==> src/rtl/heat_sync_ctrl.sv <==
// rtl/heat_sync_ctrl.sv - global iteration sequencer and snapshot streamer for the build_column array
// Collects per-column done flags, issues the shared start pulse and streams node_center snapshots.
module heat_sync_ctrl #(
  parameter int NUM_COLS       = 32,
  parameter int ITER_PER_FRAME = 16,
  parameter int TIMEOUT        = 4096
) (
  input  logic                    clk,
  input  logic                    reset,
  input  logic                    run,
  input  logic [NUM_COLS-1:0]     col_initflag,
  input  logic [NUM_COLS-1:0]     col_flag,
  input  logic [32*NUM_COLS-1:0]  col_node_center,
  output logic                    start,
  output logic [15:0]             iter_count,
  output logic                    snap_valid,
  input  logic                    snap_ready,
  output logic [7:0]              snap_col,
  output logic [31:0]             snap_data,
  output logic                    busy,
  output logic                    timeout_err
);

  localparam int              TW        = (TIMEOUT > 1) ? $clog2(TIMEOUT) : 1;
  localparam logic [TW-1:0]   TIMER_MAX = TW'(TIMEOUT - 1);
  localparam logic [15:0]     FRAME_LEN = 16'(ITER_PER_FRAME);
  localparam logic [7:0]      LAST_COL  = 8'(NUM_COLS - 1);

  typedef enum logic [2:0] {
    S_IDLE,
    S_WAIT_INIT,
    S_WAIT_DONE,
    S_SNAPSHOT,
    S_RELEASE,
    S_WAIT_CLEAR,
    S_ERROR
  } state_t;

  state_t          state_q, state_d;
  logic [TW-1:0]   timer_q, timer_d;
  logic [15:0]     iter_q, iter_d;
  logic            start_q, start_d;
  logic            snap_valid_q, snap_valid_d;
  logic [7:0]      snap_col_q, snap_col_d;
  logic [31:0]     snap_data_q, snap_data_d;
  logic            busy_q, busy_d;
  logic            err_q, err_d;

  logic            all_init, all_done, any_done;
  logic            timed, expired, frame_hit;
  logic [15:0]     iter_inc;
  logic [7:0]      next_col;
  logic [31:0]     node_sel;

  assign all_init  = &col_initflag;
  assign all_done  = &col_flag;
  assign any_done  = |col_flag;
  assign timed     = (state_q == S_WAIT_INIT) || (state_q == S_WAIT_DONE) ||
                     (state_q == S_WAIT_CLEAR);
  assign expired   = timed && (timer_q == TIMER_MAX);
  assign iter_inc  = iter_q + 16'd1;
  assign frame_hit = (iter_inc % FRAME_LEN) == 16'd0;
  assign next_col  = snap_col_q + 8'd1;

  // Constant-index mux keeps the slice select free of variable part-selects.
  always_comb begin
    node_sel = '0;
    for (int i = 0; i < NUM_COLS; i++) begin
      if (next_col == 8'(i)) node_sel = col_node_center[32*i +: 32];
    end
  end

  always_comb begin
    state_d      = state_q;
    iter_d       = iter_q;
    start_d      = 1'b0;
    snap_valid_d = snap_valid_q;
    snap_col_d   = snap_col_q;
    snap_data_d  = snap_data_q;
    err_d        = err_q;

    case (state_q)
      S_IDLE: begin
        if (run) state_d = (all_init && all_done) ? S_RELEASE : S_WAIT_INIT;
      end
      S_WAIT_INIT: begin
        if (all_init)     state_d = S_WAIT_DONE;
        else if (expired) state_d = S_ERROR;
      end
      S_WAIT_DONE: begin
        if (all_done) begin
          iter_d = iter_inc;
          if (frame_hit) begin
            state_d      = S_SNAPSHOT;
            snap_valid_d = 1'b1;
            snap_col_d   = 8'd0;
            snap_data_d  = col_node_center[31:0];
          end else begin
            state_d = S_RELEASE;
          end
        end else if (expired) begin
          state_d = S_ERROR;
        end
      end
      S_SNAPSHOT: begin
        if (snap_ready) begin
          if (snap_col_q == LAST_COL) begin
            state_d      = S_RELEASE;
            snap_valid_d = 1'b0;
            snap_col_d   = 8'd0;
          end else begin
            snap_col_d  = next_col;
            snap_data_d = node_sel;
          end
        end
      end
      S_RELEASE: begin
        if (run) begin
          start_d = 1'b1;
          state_d = S_WAIT_CLEAR;
        end else begin
          state_d = S_IDLE;
        end
      end
      S_WAIT_CLEAR: begin
        // Leaving only on all-low flags keeps last iteration's done flags from counting twice.
        if (!any_done)    state_d = S_WAIT_DONE;
        else if (expired) state_d = S_ERROR;
      end
      S_ERROR: state_d = S_ERROR;
      default: state_d = S_IDLE;
    endcase

    if (state_d == S_ERROR) err_d = 1'b1;
    busy_d = !((state_d == S_IDLE) || (state_d == S_ERROR));

    if (state_d != state_q) timer_d = '0;
    else if (timed)         timer_d = timer_q + 1'b1;
    else                    timer_d = timer_q;
  end

  always_ff @(posedge clk or posedge reset) begin
    if (reset) begin
      state_q      <= S_IDLE;
      timer_q      <= '0;
      iter_q       <= '0;
      start_q      <= 1'b0;
      snap_valid_q <= 1'b0;
      snap_col_q   <= '0;
      snap_data_q  <= '0;
      busy_q       <= 1'b0;
      err_q        <= 1'b0;
    end else begin
      state_q      <= state_d;
      timer_q      <= timer_d;
      iter_q       <= iter_d;
      start_q      <= start_d;
      snap_valid_q <= snap_valid_d;
      snap_col_q   <= snap_col_d;
      snap_data_q  <= snap_data_d;
      busy_q       <= busy_d;
      err_q        <= err_d;
    end
  end

  assign start       = start_q;
  assign iter_count  = iter_q;
  assign snap_valid  = snap_valid_q;
  assign snap_col    = snap_col_q;
  assign snap_data   = snap_data_q;
  assign busy        = busy_q;
  assign timeout_err = err_q;

endmodule
==> config.mk <==
export PLATFORM = sky130hd
export DESIGN_NAME = heat_sync_ctrl
export DESIGN_NICKNAME = d
export VERILOG_FILES = /design/src/rtl/heat_sync_ctrl.sv
export SDC_FILE = /design/constraint.sdc
export NUM_CORES = 1
export LEC_CHECK = 0
export CELL_PAD_IN_SITES_DETAIL_PLACEMENT = 0
export CELL_PAD_IN_SITES_GLOBAL_PLACEMENT = 1
export CORE_AREA = 8 8 448 450
export CTS_BUF_LIST = sky130_fd_sc_hd__clkbuf_16
export CTS_CLUSTER_SIZE = 8
export DETAILED_ROUTE_END_ITERATION = 10
export DIE_AREA = 0 0 456 458
export PLACE_DENSITY = 0.38
export SYNTH_ARGS = -nofsm -noshare
export SYNTH_HDL_FRONTEND = slang
export SYNTH_SLANG_ARGS = --single-unit
==> constraint.sdc <==
create_clock -name clk -period 3.4 [get_ports clk]
set_input_delay 0.68 -clock clk [delete_from_list [all_inputs] [get_ports clk]]
set_output_delay 0.68 -clock clk [all_outputs]
set_load 0.01 [all_outputs]
==> summary.txt <==
Power and ir drop
  • Seq pwr share: about 23%
  • Combinational power share: approximately half
  • Leakage: approximately 14 nW
  • P_int: ~2.7 mW
  • P per Cell Area: approximately 110 mW/mm²
  • Net Sw Frac: about 34%
  • Maximum VDD drop: roughly 0.00022 V
  • Clock Power Share: around 29%
  • Net Sw Power: about 1.4 mW

Cells and area
  • Layout area overhead: 157%
  • Cell Count, Final, Fillers Out: between 6000 and 7000
  • Layout cell share with drive strength beyond 1: a little over a quarter
  • Fillers: between 20000 and 25000
  • Nets: between 5000 and 6000

Setup path
  • Worst path max stage delay: approximately 0.63 ns
  • Worst path slowest cell: a21oi_1
  • Cell count of the worst reg-to-reg path: 16
  • Reg2reg end: snap_data[26]$_DFFE_PP0P_
  • Startpoint types: input port
  • R2R Setup Slk: roughly 0.040 ns
  • CP Max Fanout: 33
  • Worst EP arrival: roughly 3.7 ns
  • Critical Path RT: 3.68 ns
  • Worst path cell trace: clkdlybuf4s50_1, nand4_1, nor4_4, buf_4, nand4_1, buf_4, a21o_2, buf_12, a21oi_1, a211oi_2
  • Worst setup path category: input port to flop
  • Critical path endpoint: snap_data[8]$_DFFE_PP0P_
  • Worst r2r src: snap_col[3]$_DFFE_PP0P_
  • Critical Path Sink Type: flop
  • Source of the critical timing path: col_flag[31]

Synthesis
  • Synth Register Bits: 75
  • Synth Area in XOR/XNOR: 1.62%
  • Ys flop type: dfrtp_1
  • Yosys warnings: 0
  • Main combinational cell family by area after synthesis: compound AO/OA/AOI/OAI gates
  • Mapped Nets: roughly 3400
  • Syn Inst Count: 2255
  • Synth Area in Simple Gates: between 20% and 30%
  • Post-synth ARST share: 100%
  • Post-synth cell types: 103
  • Sequential fraction of the synthesis area: between 10% and 20%
  • Multiplexer share of the synthesized area: less than 1%
  • Synth Area in Compound Gates: roughly half
  • Adder-Cell Fraction of Synth Area: less than 1%
  • Post-Syn Area: approximately 0.015 mm²
  • Mapped Avg Cell Area: around 6.5 µm²
  • Post-synth EDFFs: 0

Floorplanning
  • Die height: 458 µm
  • I/O pins: between 1000 and 1500
  • Die Width: around 460 µm
  • Initial core utilization: approximately 7.6%
  • Die ar.: ~0.21 mm²
  • Total core area: just under 0.2 mm²
  • Row cnt: 162

Timing
  • Count of final max-slew check failures: 0
  • Worst-case clock skew: between 0.02 and 0.025 ns
  • Crit path time final: 3.37 ns
  • Tcrit/Tclk final: between 90% and 100%
  • TNS Setup: 0 ns
  • Actual slew at the worst max-slew pin: around 1.2 ns
  • Rel. slew slack: between 20% and 30%
  • Max Freq: roughly 300 MHz
  • RSZ-0062 raised after global routing: yes
  • Hold Violations, Final: 0
  • Endpoints failing setup: 0

Min path
  • Hold Crit Class: flop to flop

Detailed routing
  • Vias per cell: approximately 4.2
  • Pre-Repair DR Iteration Count: 5
  • First-iteration detailed-routing DRC count: between 1500 and 2000
  • Post-route ant nets: 0
  • DR vias: roughly 28000
  • Drt drc: 0
  • Drt total wl: approximately 250000 µm
  • Routed length per instance: around 38 µm

Global route
  • GR Overflow Total: 0
  • Vias in the first global route: ~28000
  • First-pass GRT wire length: ~310000 µm
  • Pin count of the biggest net entering global routing: 76
  • Initial antenna violation count: approximately 150
  • Gr usage total: ~23%

Clock network
  • TritonCTS Sinks: 75
  • H-tree levels: 3
  • CTS tree: yes
  • Clk pin slew, worst setup/hold paths: roughly 0.080 ns
  • Total CTS buffers: 9
  • Clock Tree Buf Depth: 2
  • Root cell of the clock tree: clkbuf_16
  • Clock Latency Late Sink: about 0.44 ns

Placement
  • Placed instance count: between 6000 and 7000
  • Final Wtd Congestion: 0.927
  • HPWL Detailed: between 200000 and 250000 µm
  • IO buf count: about 1200

Run status
  • Status: complete, no violations

Flow run
  • Max-cap viol count: 0
## routing by layer
metal | global-route usage [%] | wire [µm] | part of all wire [%] | vias up
met4 | 4.43 | 6630 | 2.6 | 36
li1 | - | - | - | 12300
met2 | 43.1 | 132000 | 53 | 1257
met3 | 4.65 | 14700 | 5.9 | 306
met5 | 0 | 222 | 0.089 | -
met1 | 25.7 | 96700 | 39 | 13700
## power groups by stage
stage / logic, mW / clock network (mW) / registers, mW
after floorplan: 0.263 / 0 / 0.949
after global placement: 1.96 / 0 / 0.958
after detailed placement: 1.95 / 0 / 0.958
after CTS: 1.98 / 1.26 / 0.941
after global routing: 2.08 / 1.27 / 0.943
final: 1.99 / 1.20 / 0.939
## per-stage QoR
step	setup WS (ns)	utilization [%]	power, mW	area, µm²	hold slack [ns]
floorplan	0.272	-	1.21	14600	0.498
global placement	-1.37	18.0	2.92	34800	0.463
detailed placement	-1.30	18.0	2.91	34800	0.471
CTS	-0.0472	18.8	4.19	36300	0.489
global route	-0.0552	19.4	4.29	37500	0.516
finish	0.0299	19.4	4.13	37500	0.486
## cell usage in the layout, fill, tap and decap left out, drive strengths merged, types with 40 or more instances in the layout
master	n
clkdlybuf4s50	1138
buf	744
nor2	255
o21ai	233
nand2	216
a21oi	214
o22ai	105
nand3	100
a221oi	83
nor3	79
dfrtp	75
diode	55
o211ai	48
o21a	43
nor4	43
a211oi	40
## synth_stat cells (46+ instances only)
cell | number | area, µm²
a21oi_1 | 210 | 1050
o211ai_1 | 46 | 345
clkbuf_1 | 126 | 473
nand3_1 | 95 | 475
o21ai_0 | 219 | 1100
buf_2 | 59 | 295
a221oi_1 | 83 | 727
nor3_1 | 72 | 360
dfrtp_1 | 75 | 1880
nor2_1 | 248 | 931
o22ai_1 | 104 | 651
nand2_1 | 212 | 796
## kinds of logic (layout without fill, tap and decap cells)
kind of cell / Yosys count / count (layout)
DFF: 75 / 75
and+or+nand+nor: 847 / 847
muxes: 7 / 7
buffers and inverters: 244 / 1950
other: 0 / 55
adders and majority gates: 6 / 6
AOI/OAI and AO/OA: 1049 / 1049
xor gates and xnor gates: 27 / 27
## state kept, by name (all words and copies together) (netlist names)
signal,count
start,1
snap_col,8
snap_valid,1
iter_count,16
timeout_err,1
state_q,3
timer_q,12
busy,1
snap_data,32
## cell type report
type	instances	area, µm²	share of cell area [%]
antenna	55	138	0.367
clock buffer	9	225	0.600
clock inverter	7	65.1	0.173
inverter	34	153	0.407
multi-input combinational	1936	13500	36.0
sequential	75	1880	5.02
tap	2542	3180	8.47
timing repair buffer	1900	18400	49.0
## worst max-delay path, delay by kind of cell
| kind | cells | cell delay [ns] |
|---|---|---|
| AO/OA/AOI/OAI | 3 | 0.99 |
| buffers and inverters | 4 | 1.13 |
| AND/OR/NAND/NOR | 3 | 0.79 |
## how the worst min path moves through the flow
stage,start,to,slack (ns),cells past startpoint
2_1_floorplan,timer_q[8]$_DFFE_PP0P_,timer_q[8]$_DFFE_PP0P_,0.50,2
6_report,iter_count[15]$_DFFE_PP0P_,iter_count[15]$_DFFE_PP0P_,0.49,1
4_1_cts,iter_count[15]$_DFFE_PP0P_,iter_count[15]$_DFFE_PP0P_,0.49,1
3_5_place_dp,timeout_err$_DFFE_PP0N_,timeout_err$_DFFE_PP0N_,0.47,1
5_1_grt,iter_count[15]$_DFFE_PP0P_,iter_count[15]$_DFFE_PP0P_,0.52,1
3_3_place_gp,iter_count[15]$_DFFE_PP0P_,iter_count[15]$_DFFE_PP0P_,0.46,1
## repair_timing
item	CTS	global route
buffers inserted	35	31
resized for setup	201	196
pin swaps	42	55
hold buffers	0	0
setup endpoints to repair	44	32
cloned	3	1
hold endpoints to repair	0	0
No activity file was read; power rests on OpenSTA's default activity.
==> patch: new RTL, same settings <==
Re-encode `state_t` (7 states) as Gray code, 3 bits wide.
--- a/src/rtl/heat_sync_ctrl.sv
+++ b/src/rtl/heat_sync_ctrl.sv
@@ -29,9 +29,9 @@
   typedef enum logic [2:0] {
-    S_IDLE,
-    S_WAIT_INIT,
-    S_WAIT_DONE,
-    S_SNAPSHOT,
-    S_RELEASE,
-    S_WAIT_CLEAR,
-    S_ERROR
+    S_IDLE       = 3'b000,
+    S_WAIT_INIT  = 3'b001,
+    S_WAIT_DONE  = 3'b011,
+    S_SNAPSHOT   = 3'b010,
+    S_RELEASE    = 3'b110,
+    S_WAIT_CLEAR = 3'b111,
+    S_ERROR      = 3'b101
   } state_t;
Check against the original RTL: no difference found for any inputs over 10 cycles, from zero or initial values and one cycle with reset high; not proved beyond that.
==> patch against the original RTL <==
The flow now finishes with violations (setup timing); sequential cell count stayed put; clock power is 3% lower; critical path type is now reg2reg; routed wire length is 0.98% higher; setup slack worse by 88 ps; power is 10% higher; final area is 2.2% higher; largest power group unchanged; sequential share of layout area is 0.12 points lower; area after synthesis is 2.8% lower.
==> patch: results (changes against the original RTL) <==
Global routing
  – Initial antenna violation count: 165 (+7.1%)
  – Largest net degree at the start of global routing: 42 (-45%)
  – Vias in the first global route: 29,100 (+2.9%)
  – Met2 Use GR: 42.3% (-0.80 points)
  – Overall Global Routing Usage: 22.9% (+0.36 points)
  – Global-route wire length before repair: 318,000 um (+1.8%)
  – Met1 Use GR: 24.9% (-0.76 points)
  – Met3 Usage GRT: 7.03% (+2.4 points)

STA
  – Slew Limit Headroom: 54.1% (+32 points)
  – Worst setup margin: -58.2 ps (-88.1 ps)
  – Clk_skew: 27.6 ps (+6.33 ps)
  – Setup tns final: -193 ps (-193 ps)
  – # setup viols final: 9 (+9)

Detailed routing
  – Routed met1 length: 95,600 um (-1.1%)
  – Met3 WL post-DR: 17,200 um (+17%)
  – Post-Route WL: 253,000 um (+0.98%)
  – Total number of vias: 28,000 (+1.3%)
  – Met2 routed WL: 130,000 um (-1.6%)

Final layout
  – Fillers: 21,800 (-0.43%)
  – Share of layout cells above drive strength 1: 29.7% (+2.6 points)
  – Synth-to-layout area growth: 170%
  – Fin nets: 5,105 (+1.0%)
  – Fin cells: 6,609 (+0.78%)

Critical path
  – Slowest cell on crit path: a221oi_4
  – CP peak stage delay: 530 ps (-100 ps)
  – Crit-path max FO: 8 (-76%)
  – Critical path origin: snap_col[1]$_DFFE_PP0P_
  – Critical Path AT: 3790 ps (+140 ps)
  – Worst reg-to-reg path cell count: 17 (+1)

Clock tree
  – # Post-CTS Setup Buffers: 50 (+43%)
  – H-tree Lvls: 3 (unchanged)
  – Clk root buf: clkbuf_16
  – Resize count post-CTS: 333 (+66%)

Placed design
  – Area after DPL: 35,200 sq um (+0.97%)
  – Dpl ws: -1360 ps (-60.8 ps)
  – Post-DP HPWL: 228,000 um (+2.7%)
  – GPL Wtd Cong: 0.922 (-0.49%)
  – DP Cell Count: 6,477 (+0.89%)

Logic synthesis
  – Mean post-synth cell area: 6.50 sq um (+0.22%)
  – Synthesized Nets: 3,286 (-2.0%)
  – Yosys cell types: 91 (-12%)
  – Synth top area cells: dfrtp_1, a21oi_1, nand2_1, o21ai_0, nor2_1
  – Register area share after synthesis: 13.2% (+0.36 points)
  – Most frequent cells after synthesis: nand2_1, nor2_1, a21oi_1

Min path
  – Hold_sp: timeout_err$_DFFE_PP0N_
  – HP Class: reg2reg

Power and ir drop
  – Pwr per Cell Area: 119 nW/um^2 (+8.0%)
  – Pleak: 14.2 nW (+1.2%)
  – Max rail drop VDD: 0.344 mV (+54%)

Status
  – Violated checks: setup timing
  – Status: complete, but fails checks
==> patch: changes by cell type in the layout (fill, tap and decap cells not counted), sizes merged, moves of 24 or more <==
cell    before  now
a31oi       12   68
nand2      216  244
a22oi       22   61
o221ai       6   31
nor2       255  217
and2        12   36
buf        744  858
o21ai      233  193
==> patch: logic make-up after synthesis <==
group | count (synthesis) | share of synthesized area [%]
AO/OA/AOI/OAI | 1058 | 51.5
AND/OR/NAND/NOR | 787 | 25.8
buffers and inverters | 228 | 6.85
flip-flops | 75 | 13.2
XOR/XNOR | 30 | 1.90
adder cells (fa/ha/maj) | 6 | 0.528
multiplexers | 4 | 0.299
==> patch: path summary, 6_finish.rpt <==
check | endpoint | slack (ps)
worst max-delay path | snap_data[13]$_DFFE_PP0P_ | -60
worst min-delay path | timeout_err$_DFFE_PP0N_ | 470
worst max register to register | snap_data[13]$_DFFE_PP0P_ | -60
worst min register to register | timeout_err$_DFFE_PP0N_ | 470
max in group asynchronous | state_q[0]$_DFF_PP0_ | 1940
min in group asynchronous | iter_count[7]$_DFFE_PP0P_ | 660
==> patch: worst max-delay path, delay by kind of cell, from the launching register on <==
family / cells / cell delay, ps
AO/OA/AOI/OAI: 6 / 1050
adder cells (fa/ha/maj): 1 / 200
buffers and inverters: 8 / 1240
AND/OR/NAND/NOR: 2 / 440
flip-flops: 1 / 420
==> patch: final cells by class <==
cell class	instances	share of cell area [%]
well taps	2542	8.29
clock buffers	9	0.587
clock inverters	7	0.199
repair buffers	2012	50.3
flip-flops and latches	75	4.90
diodes	55	0.359
inverters	24	0.261
multi-input cells	1885	35.1
==> patch: power breakdown <==
group	total, mW	switching [mW]	leakage, nW	internal [mW]
Combinational	2.36	0.848	13.0	1.52
Sequential	1.04	0.0704	0.995	0.965
Clock	1.16	0.635	0.149	0.525
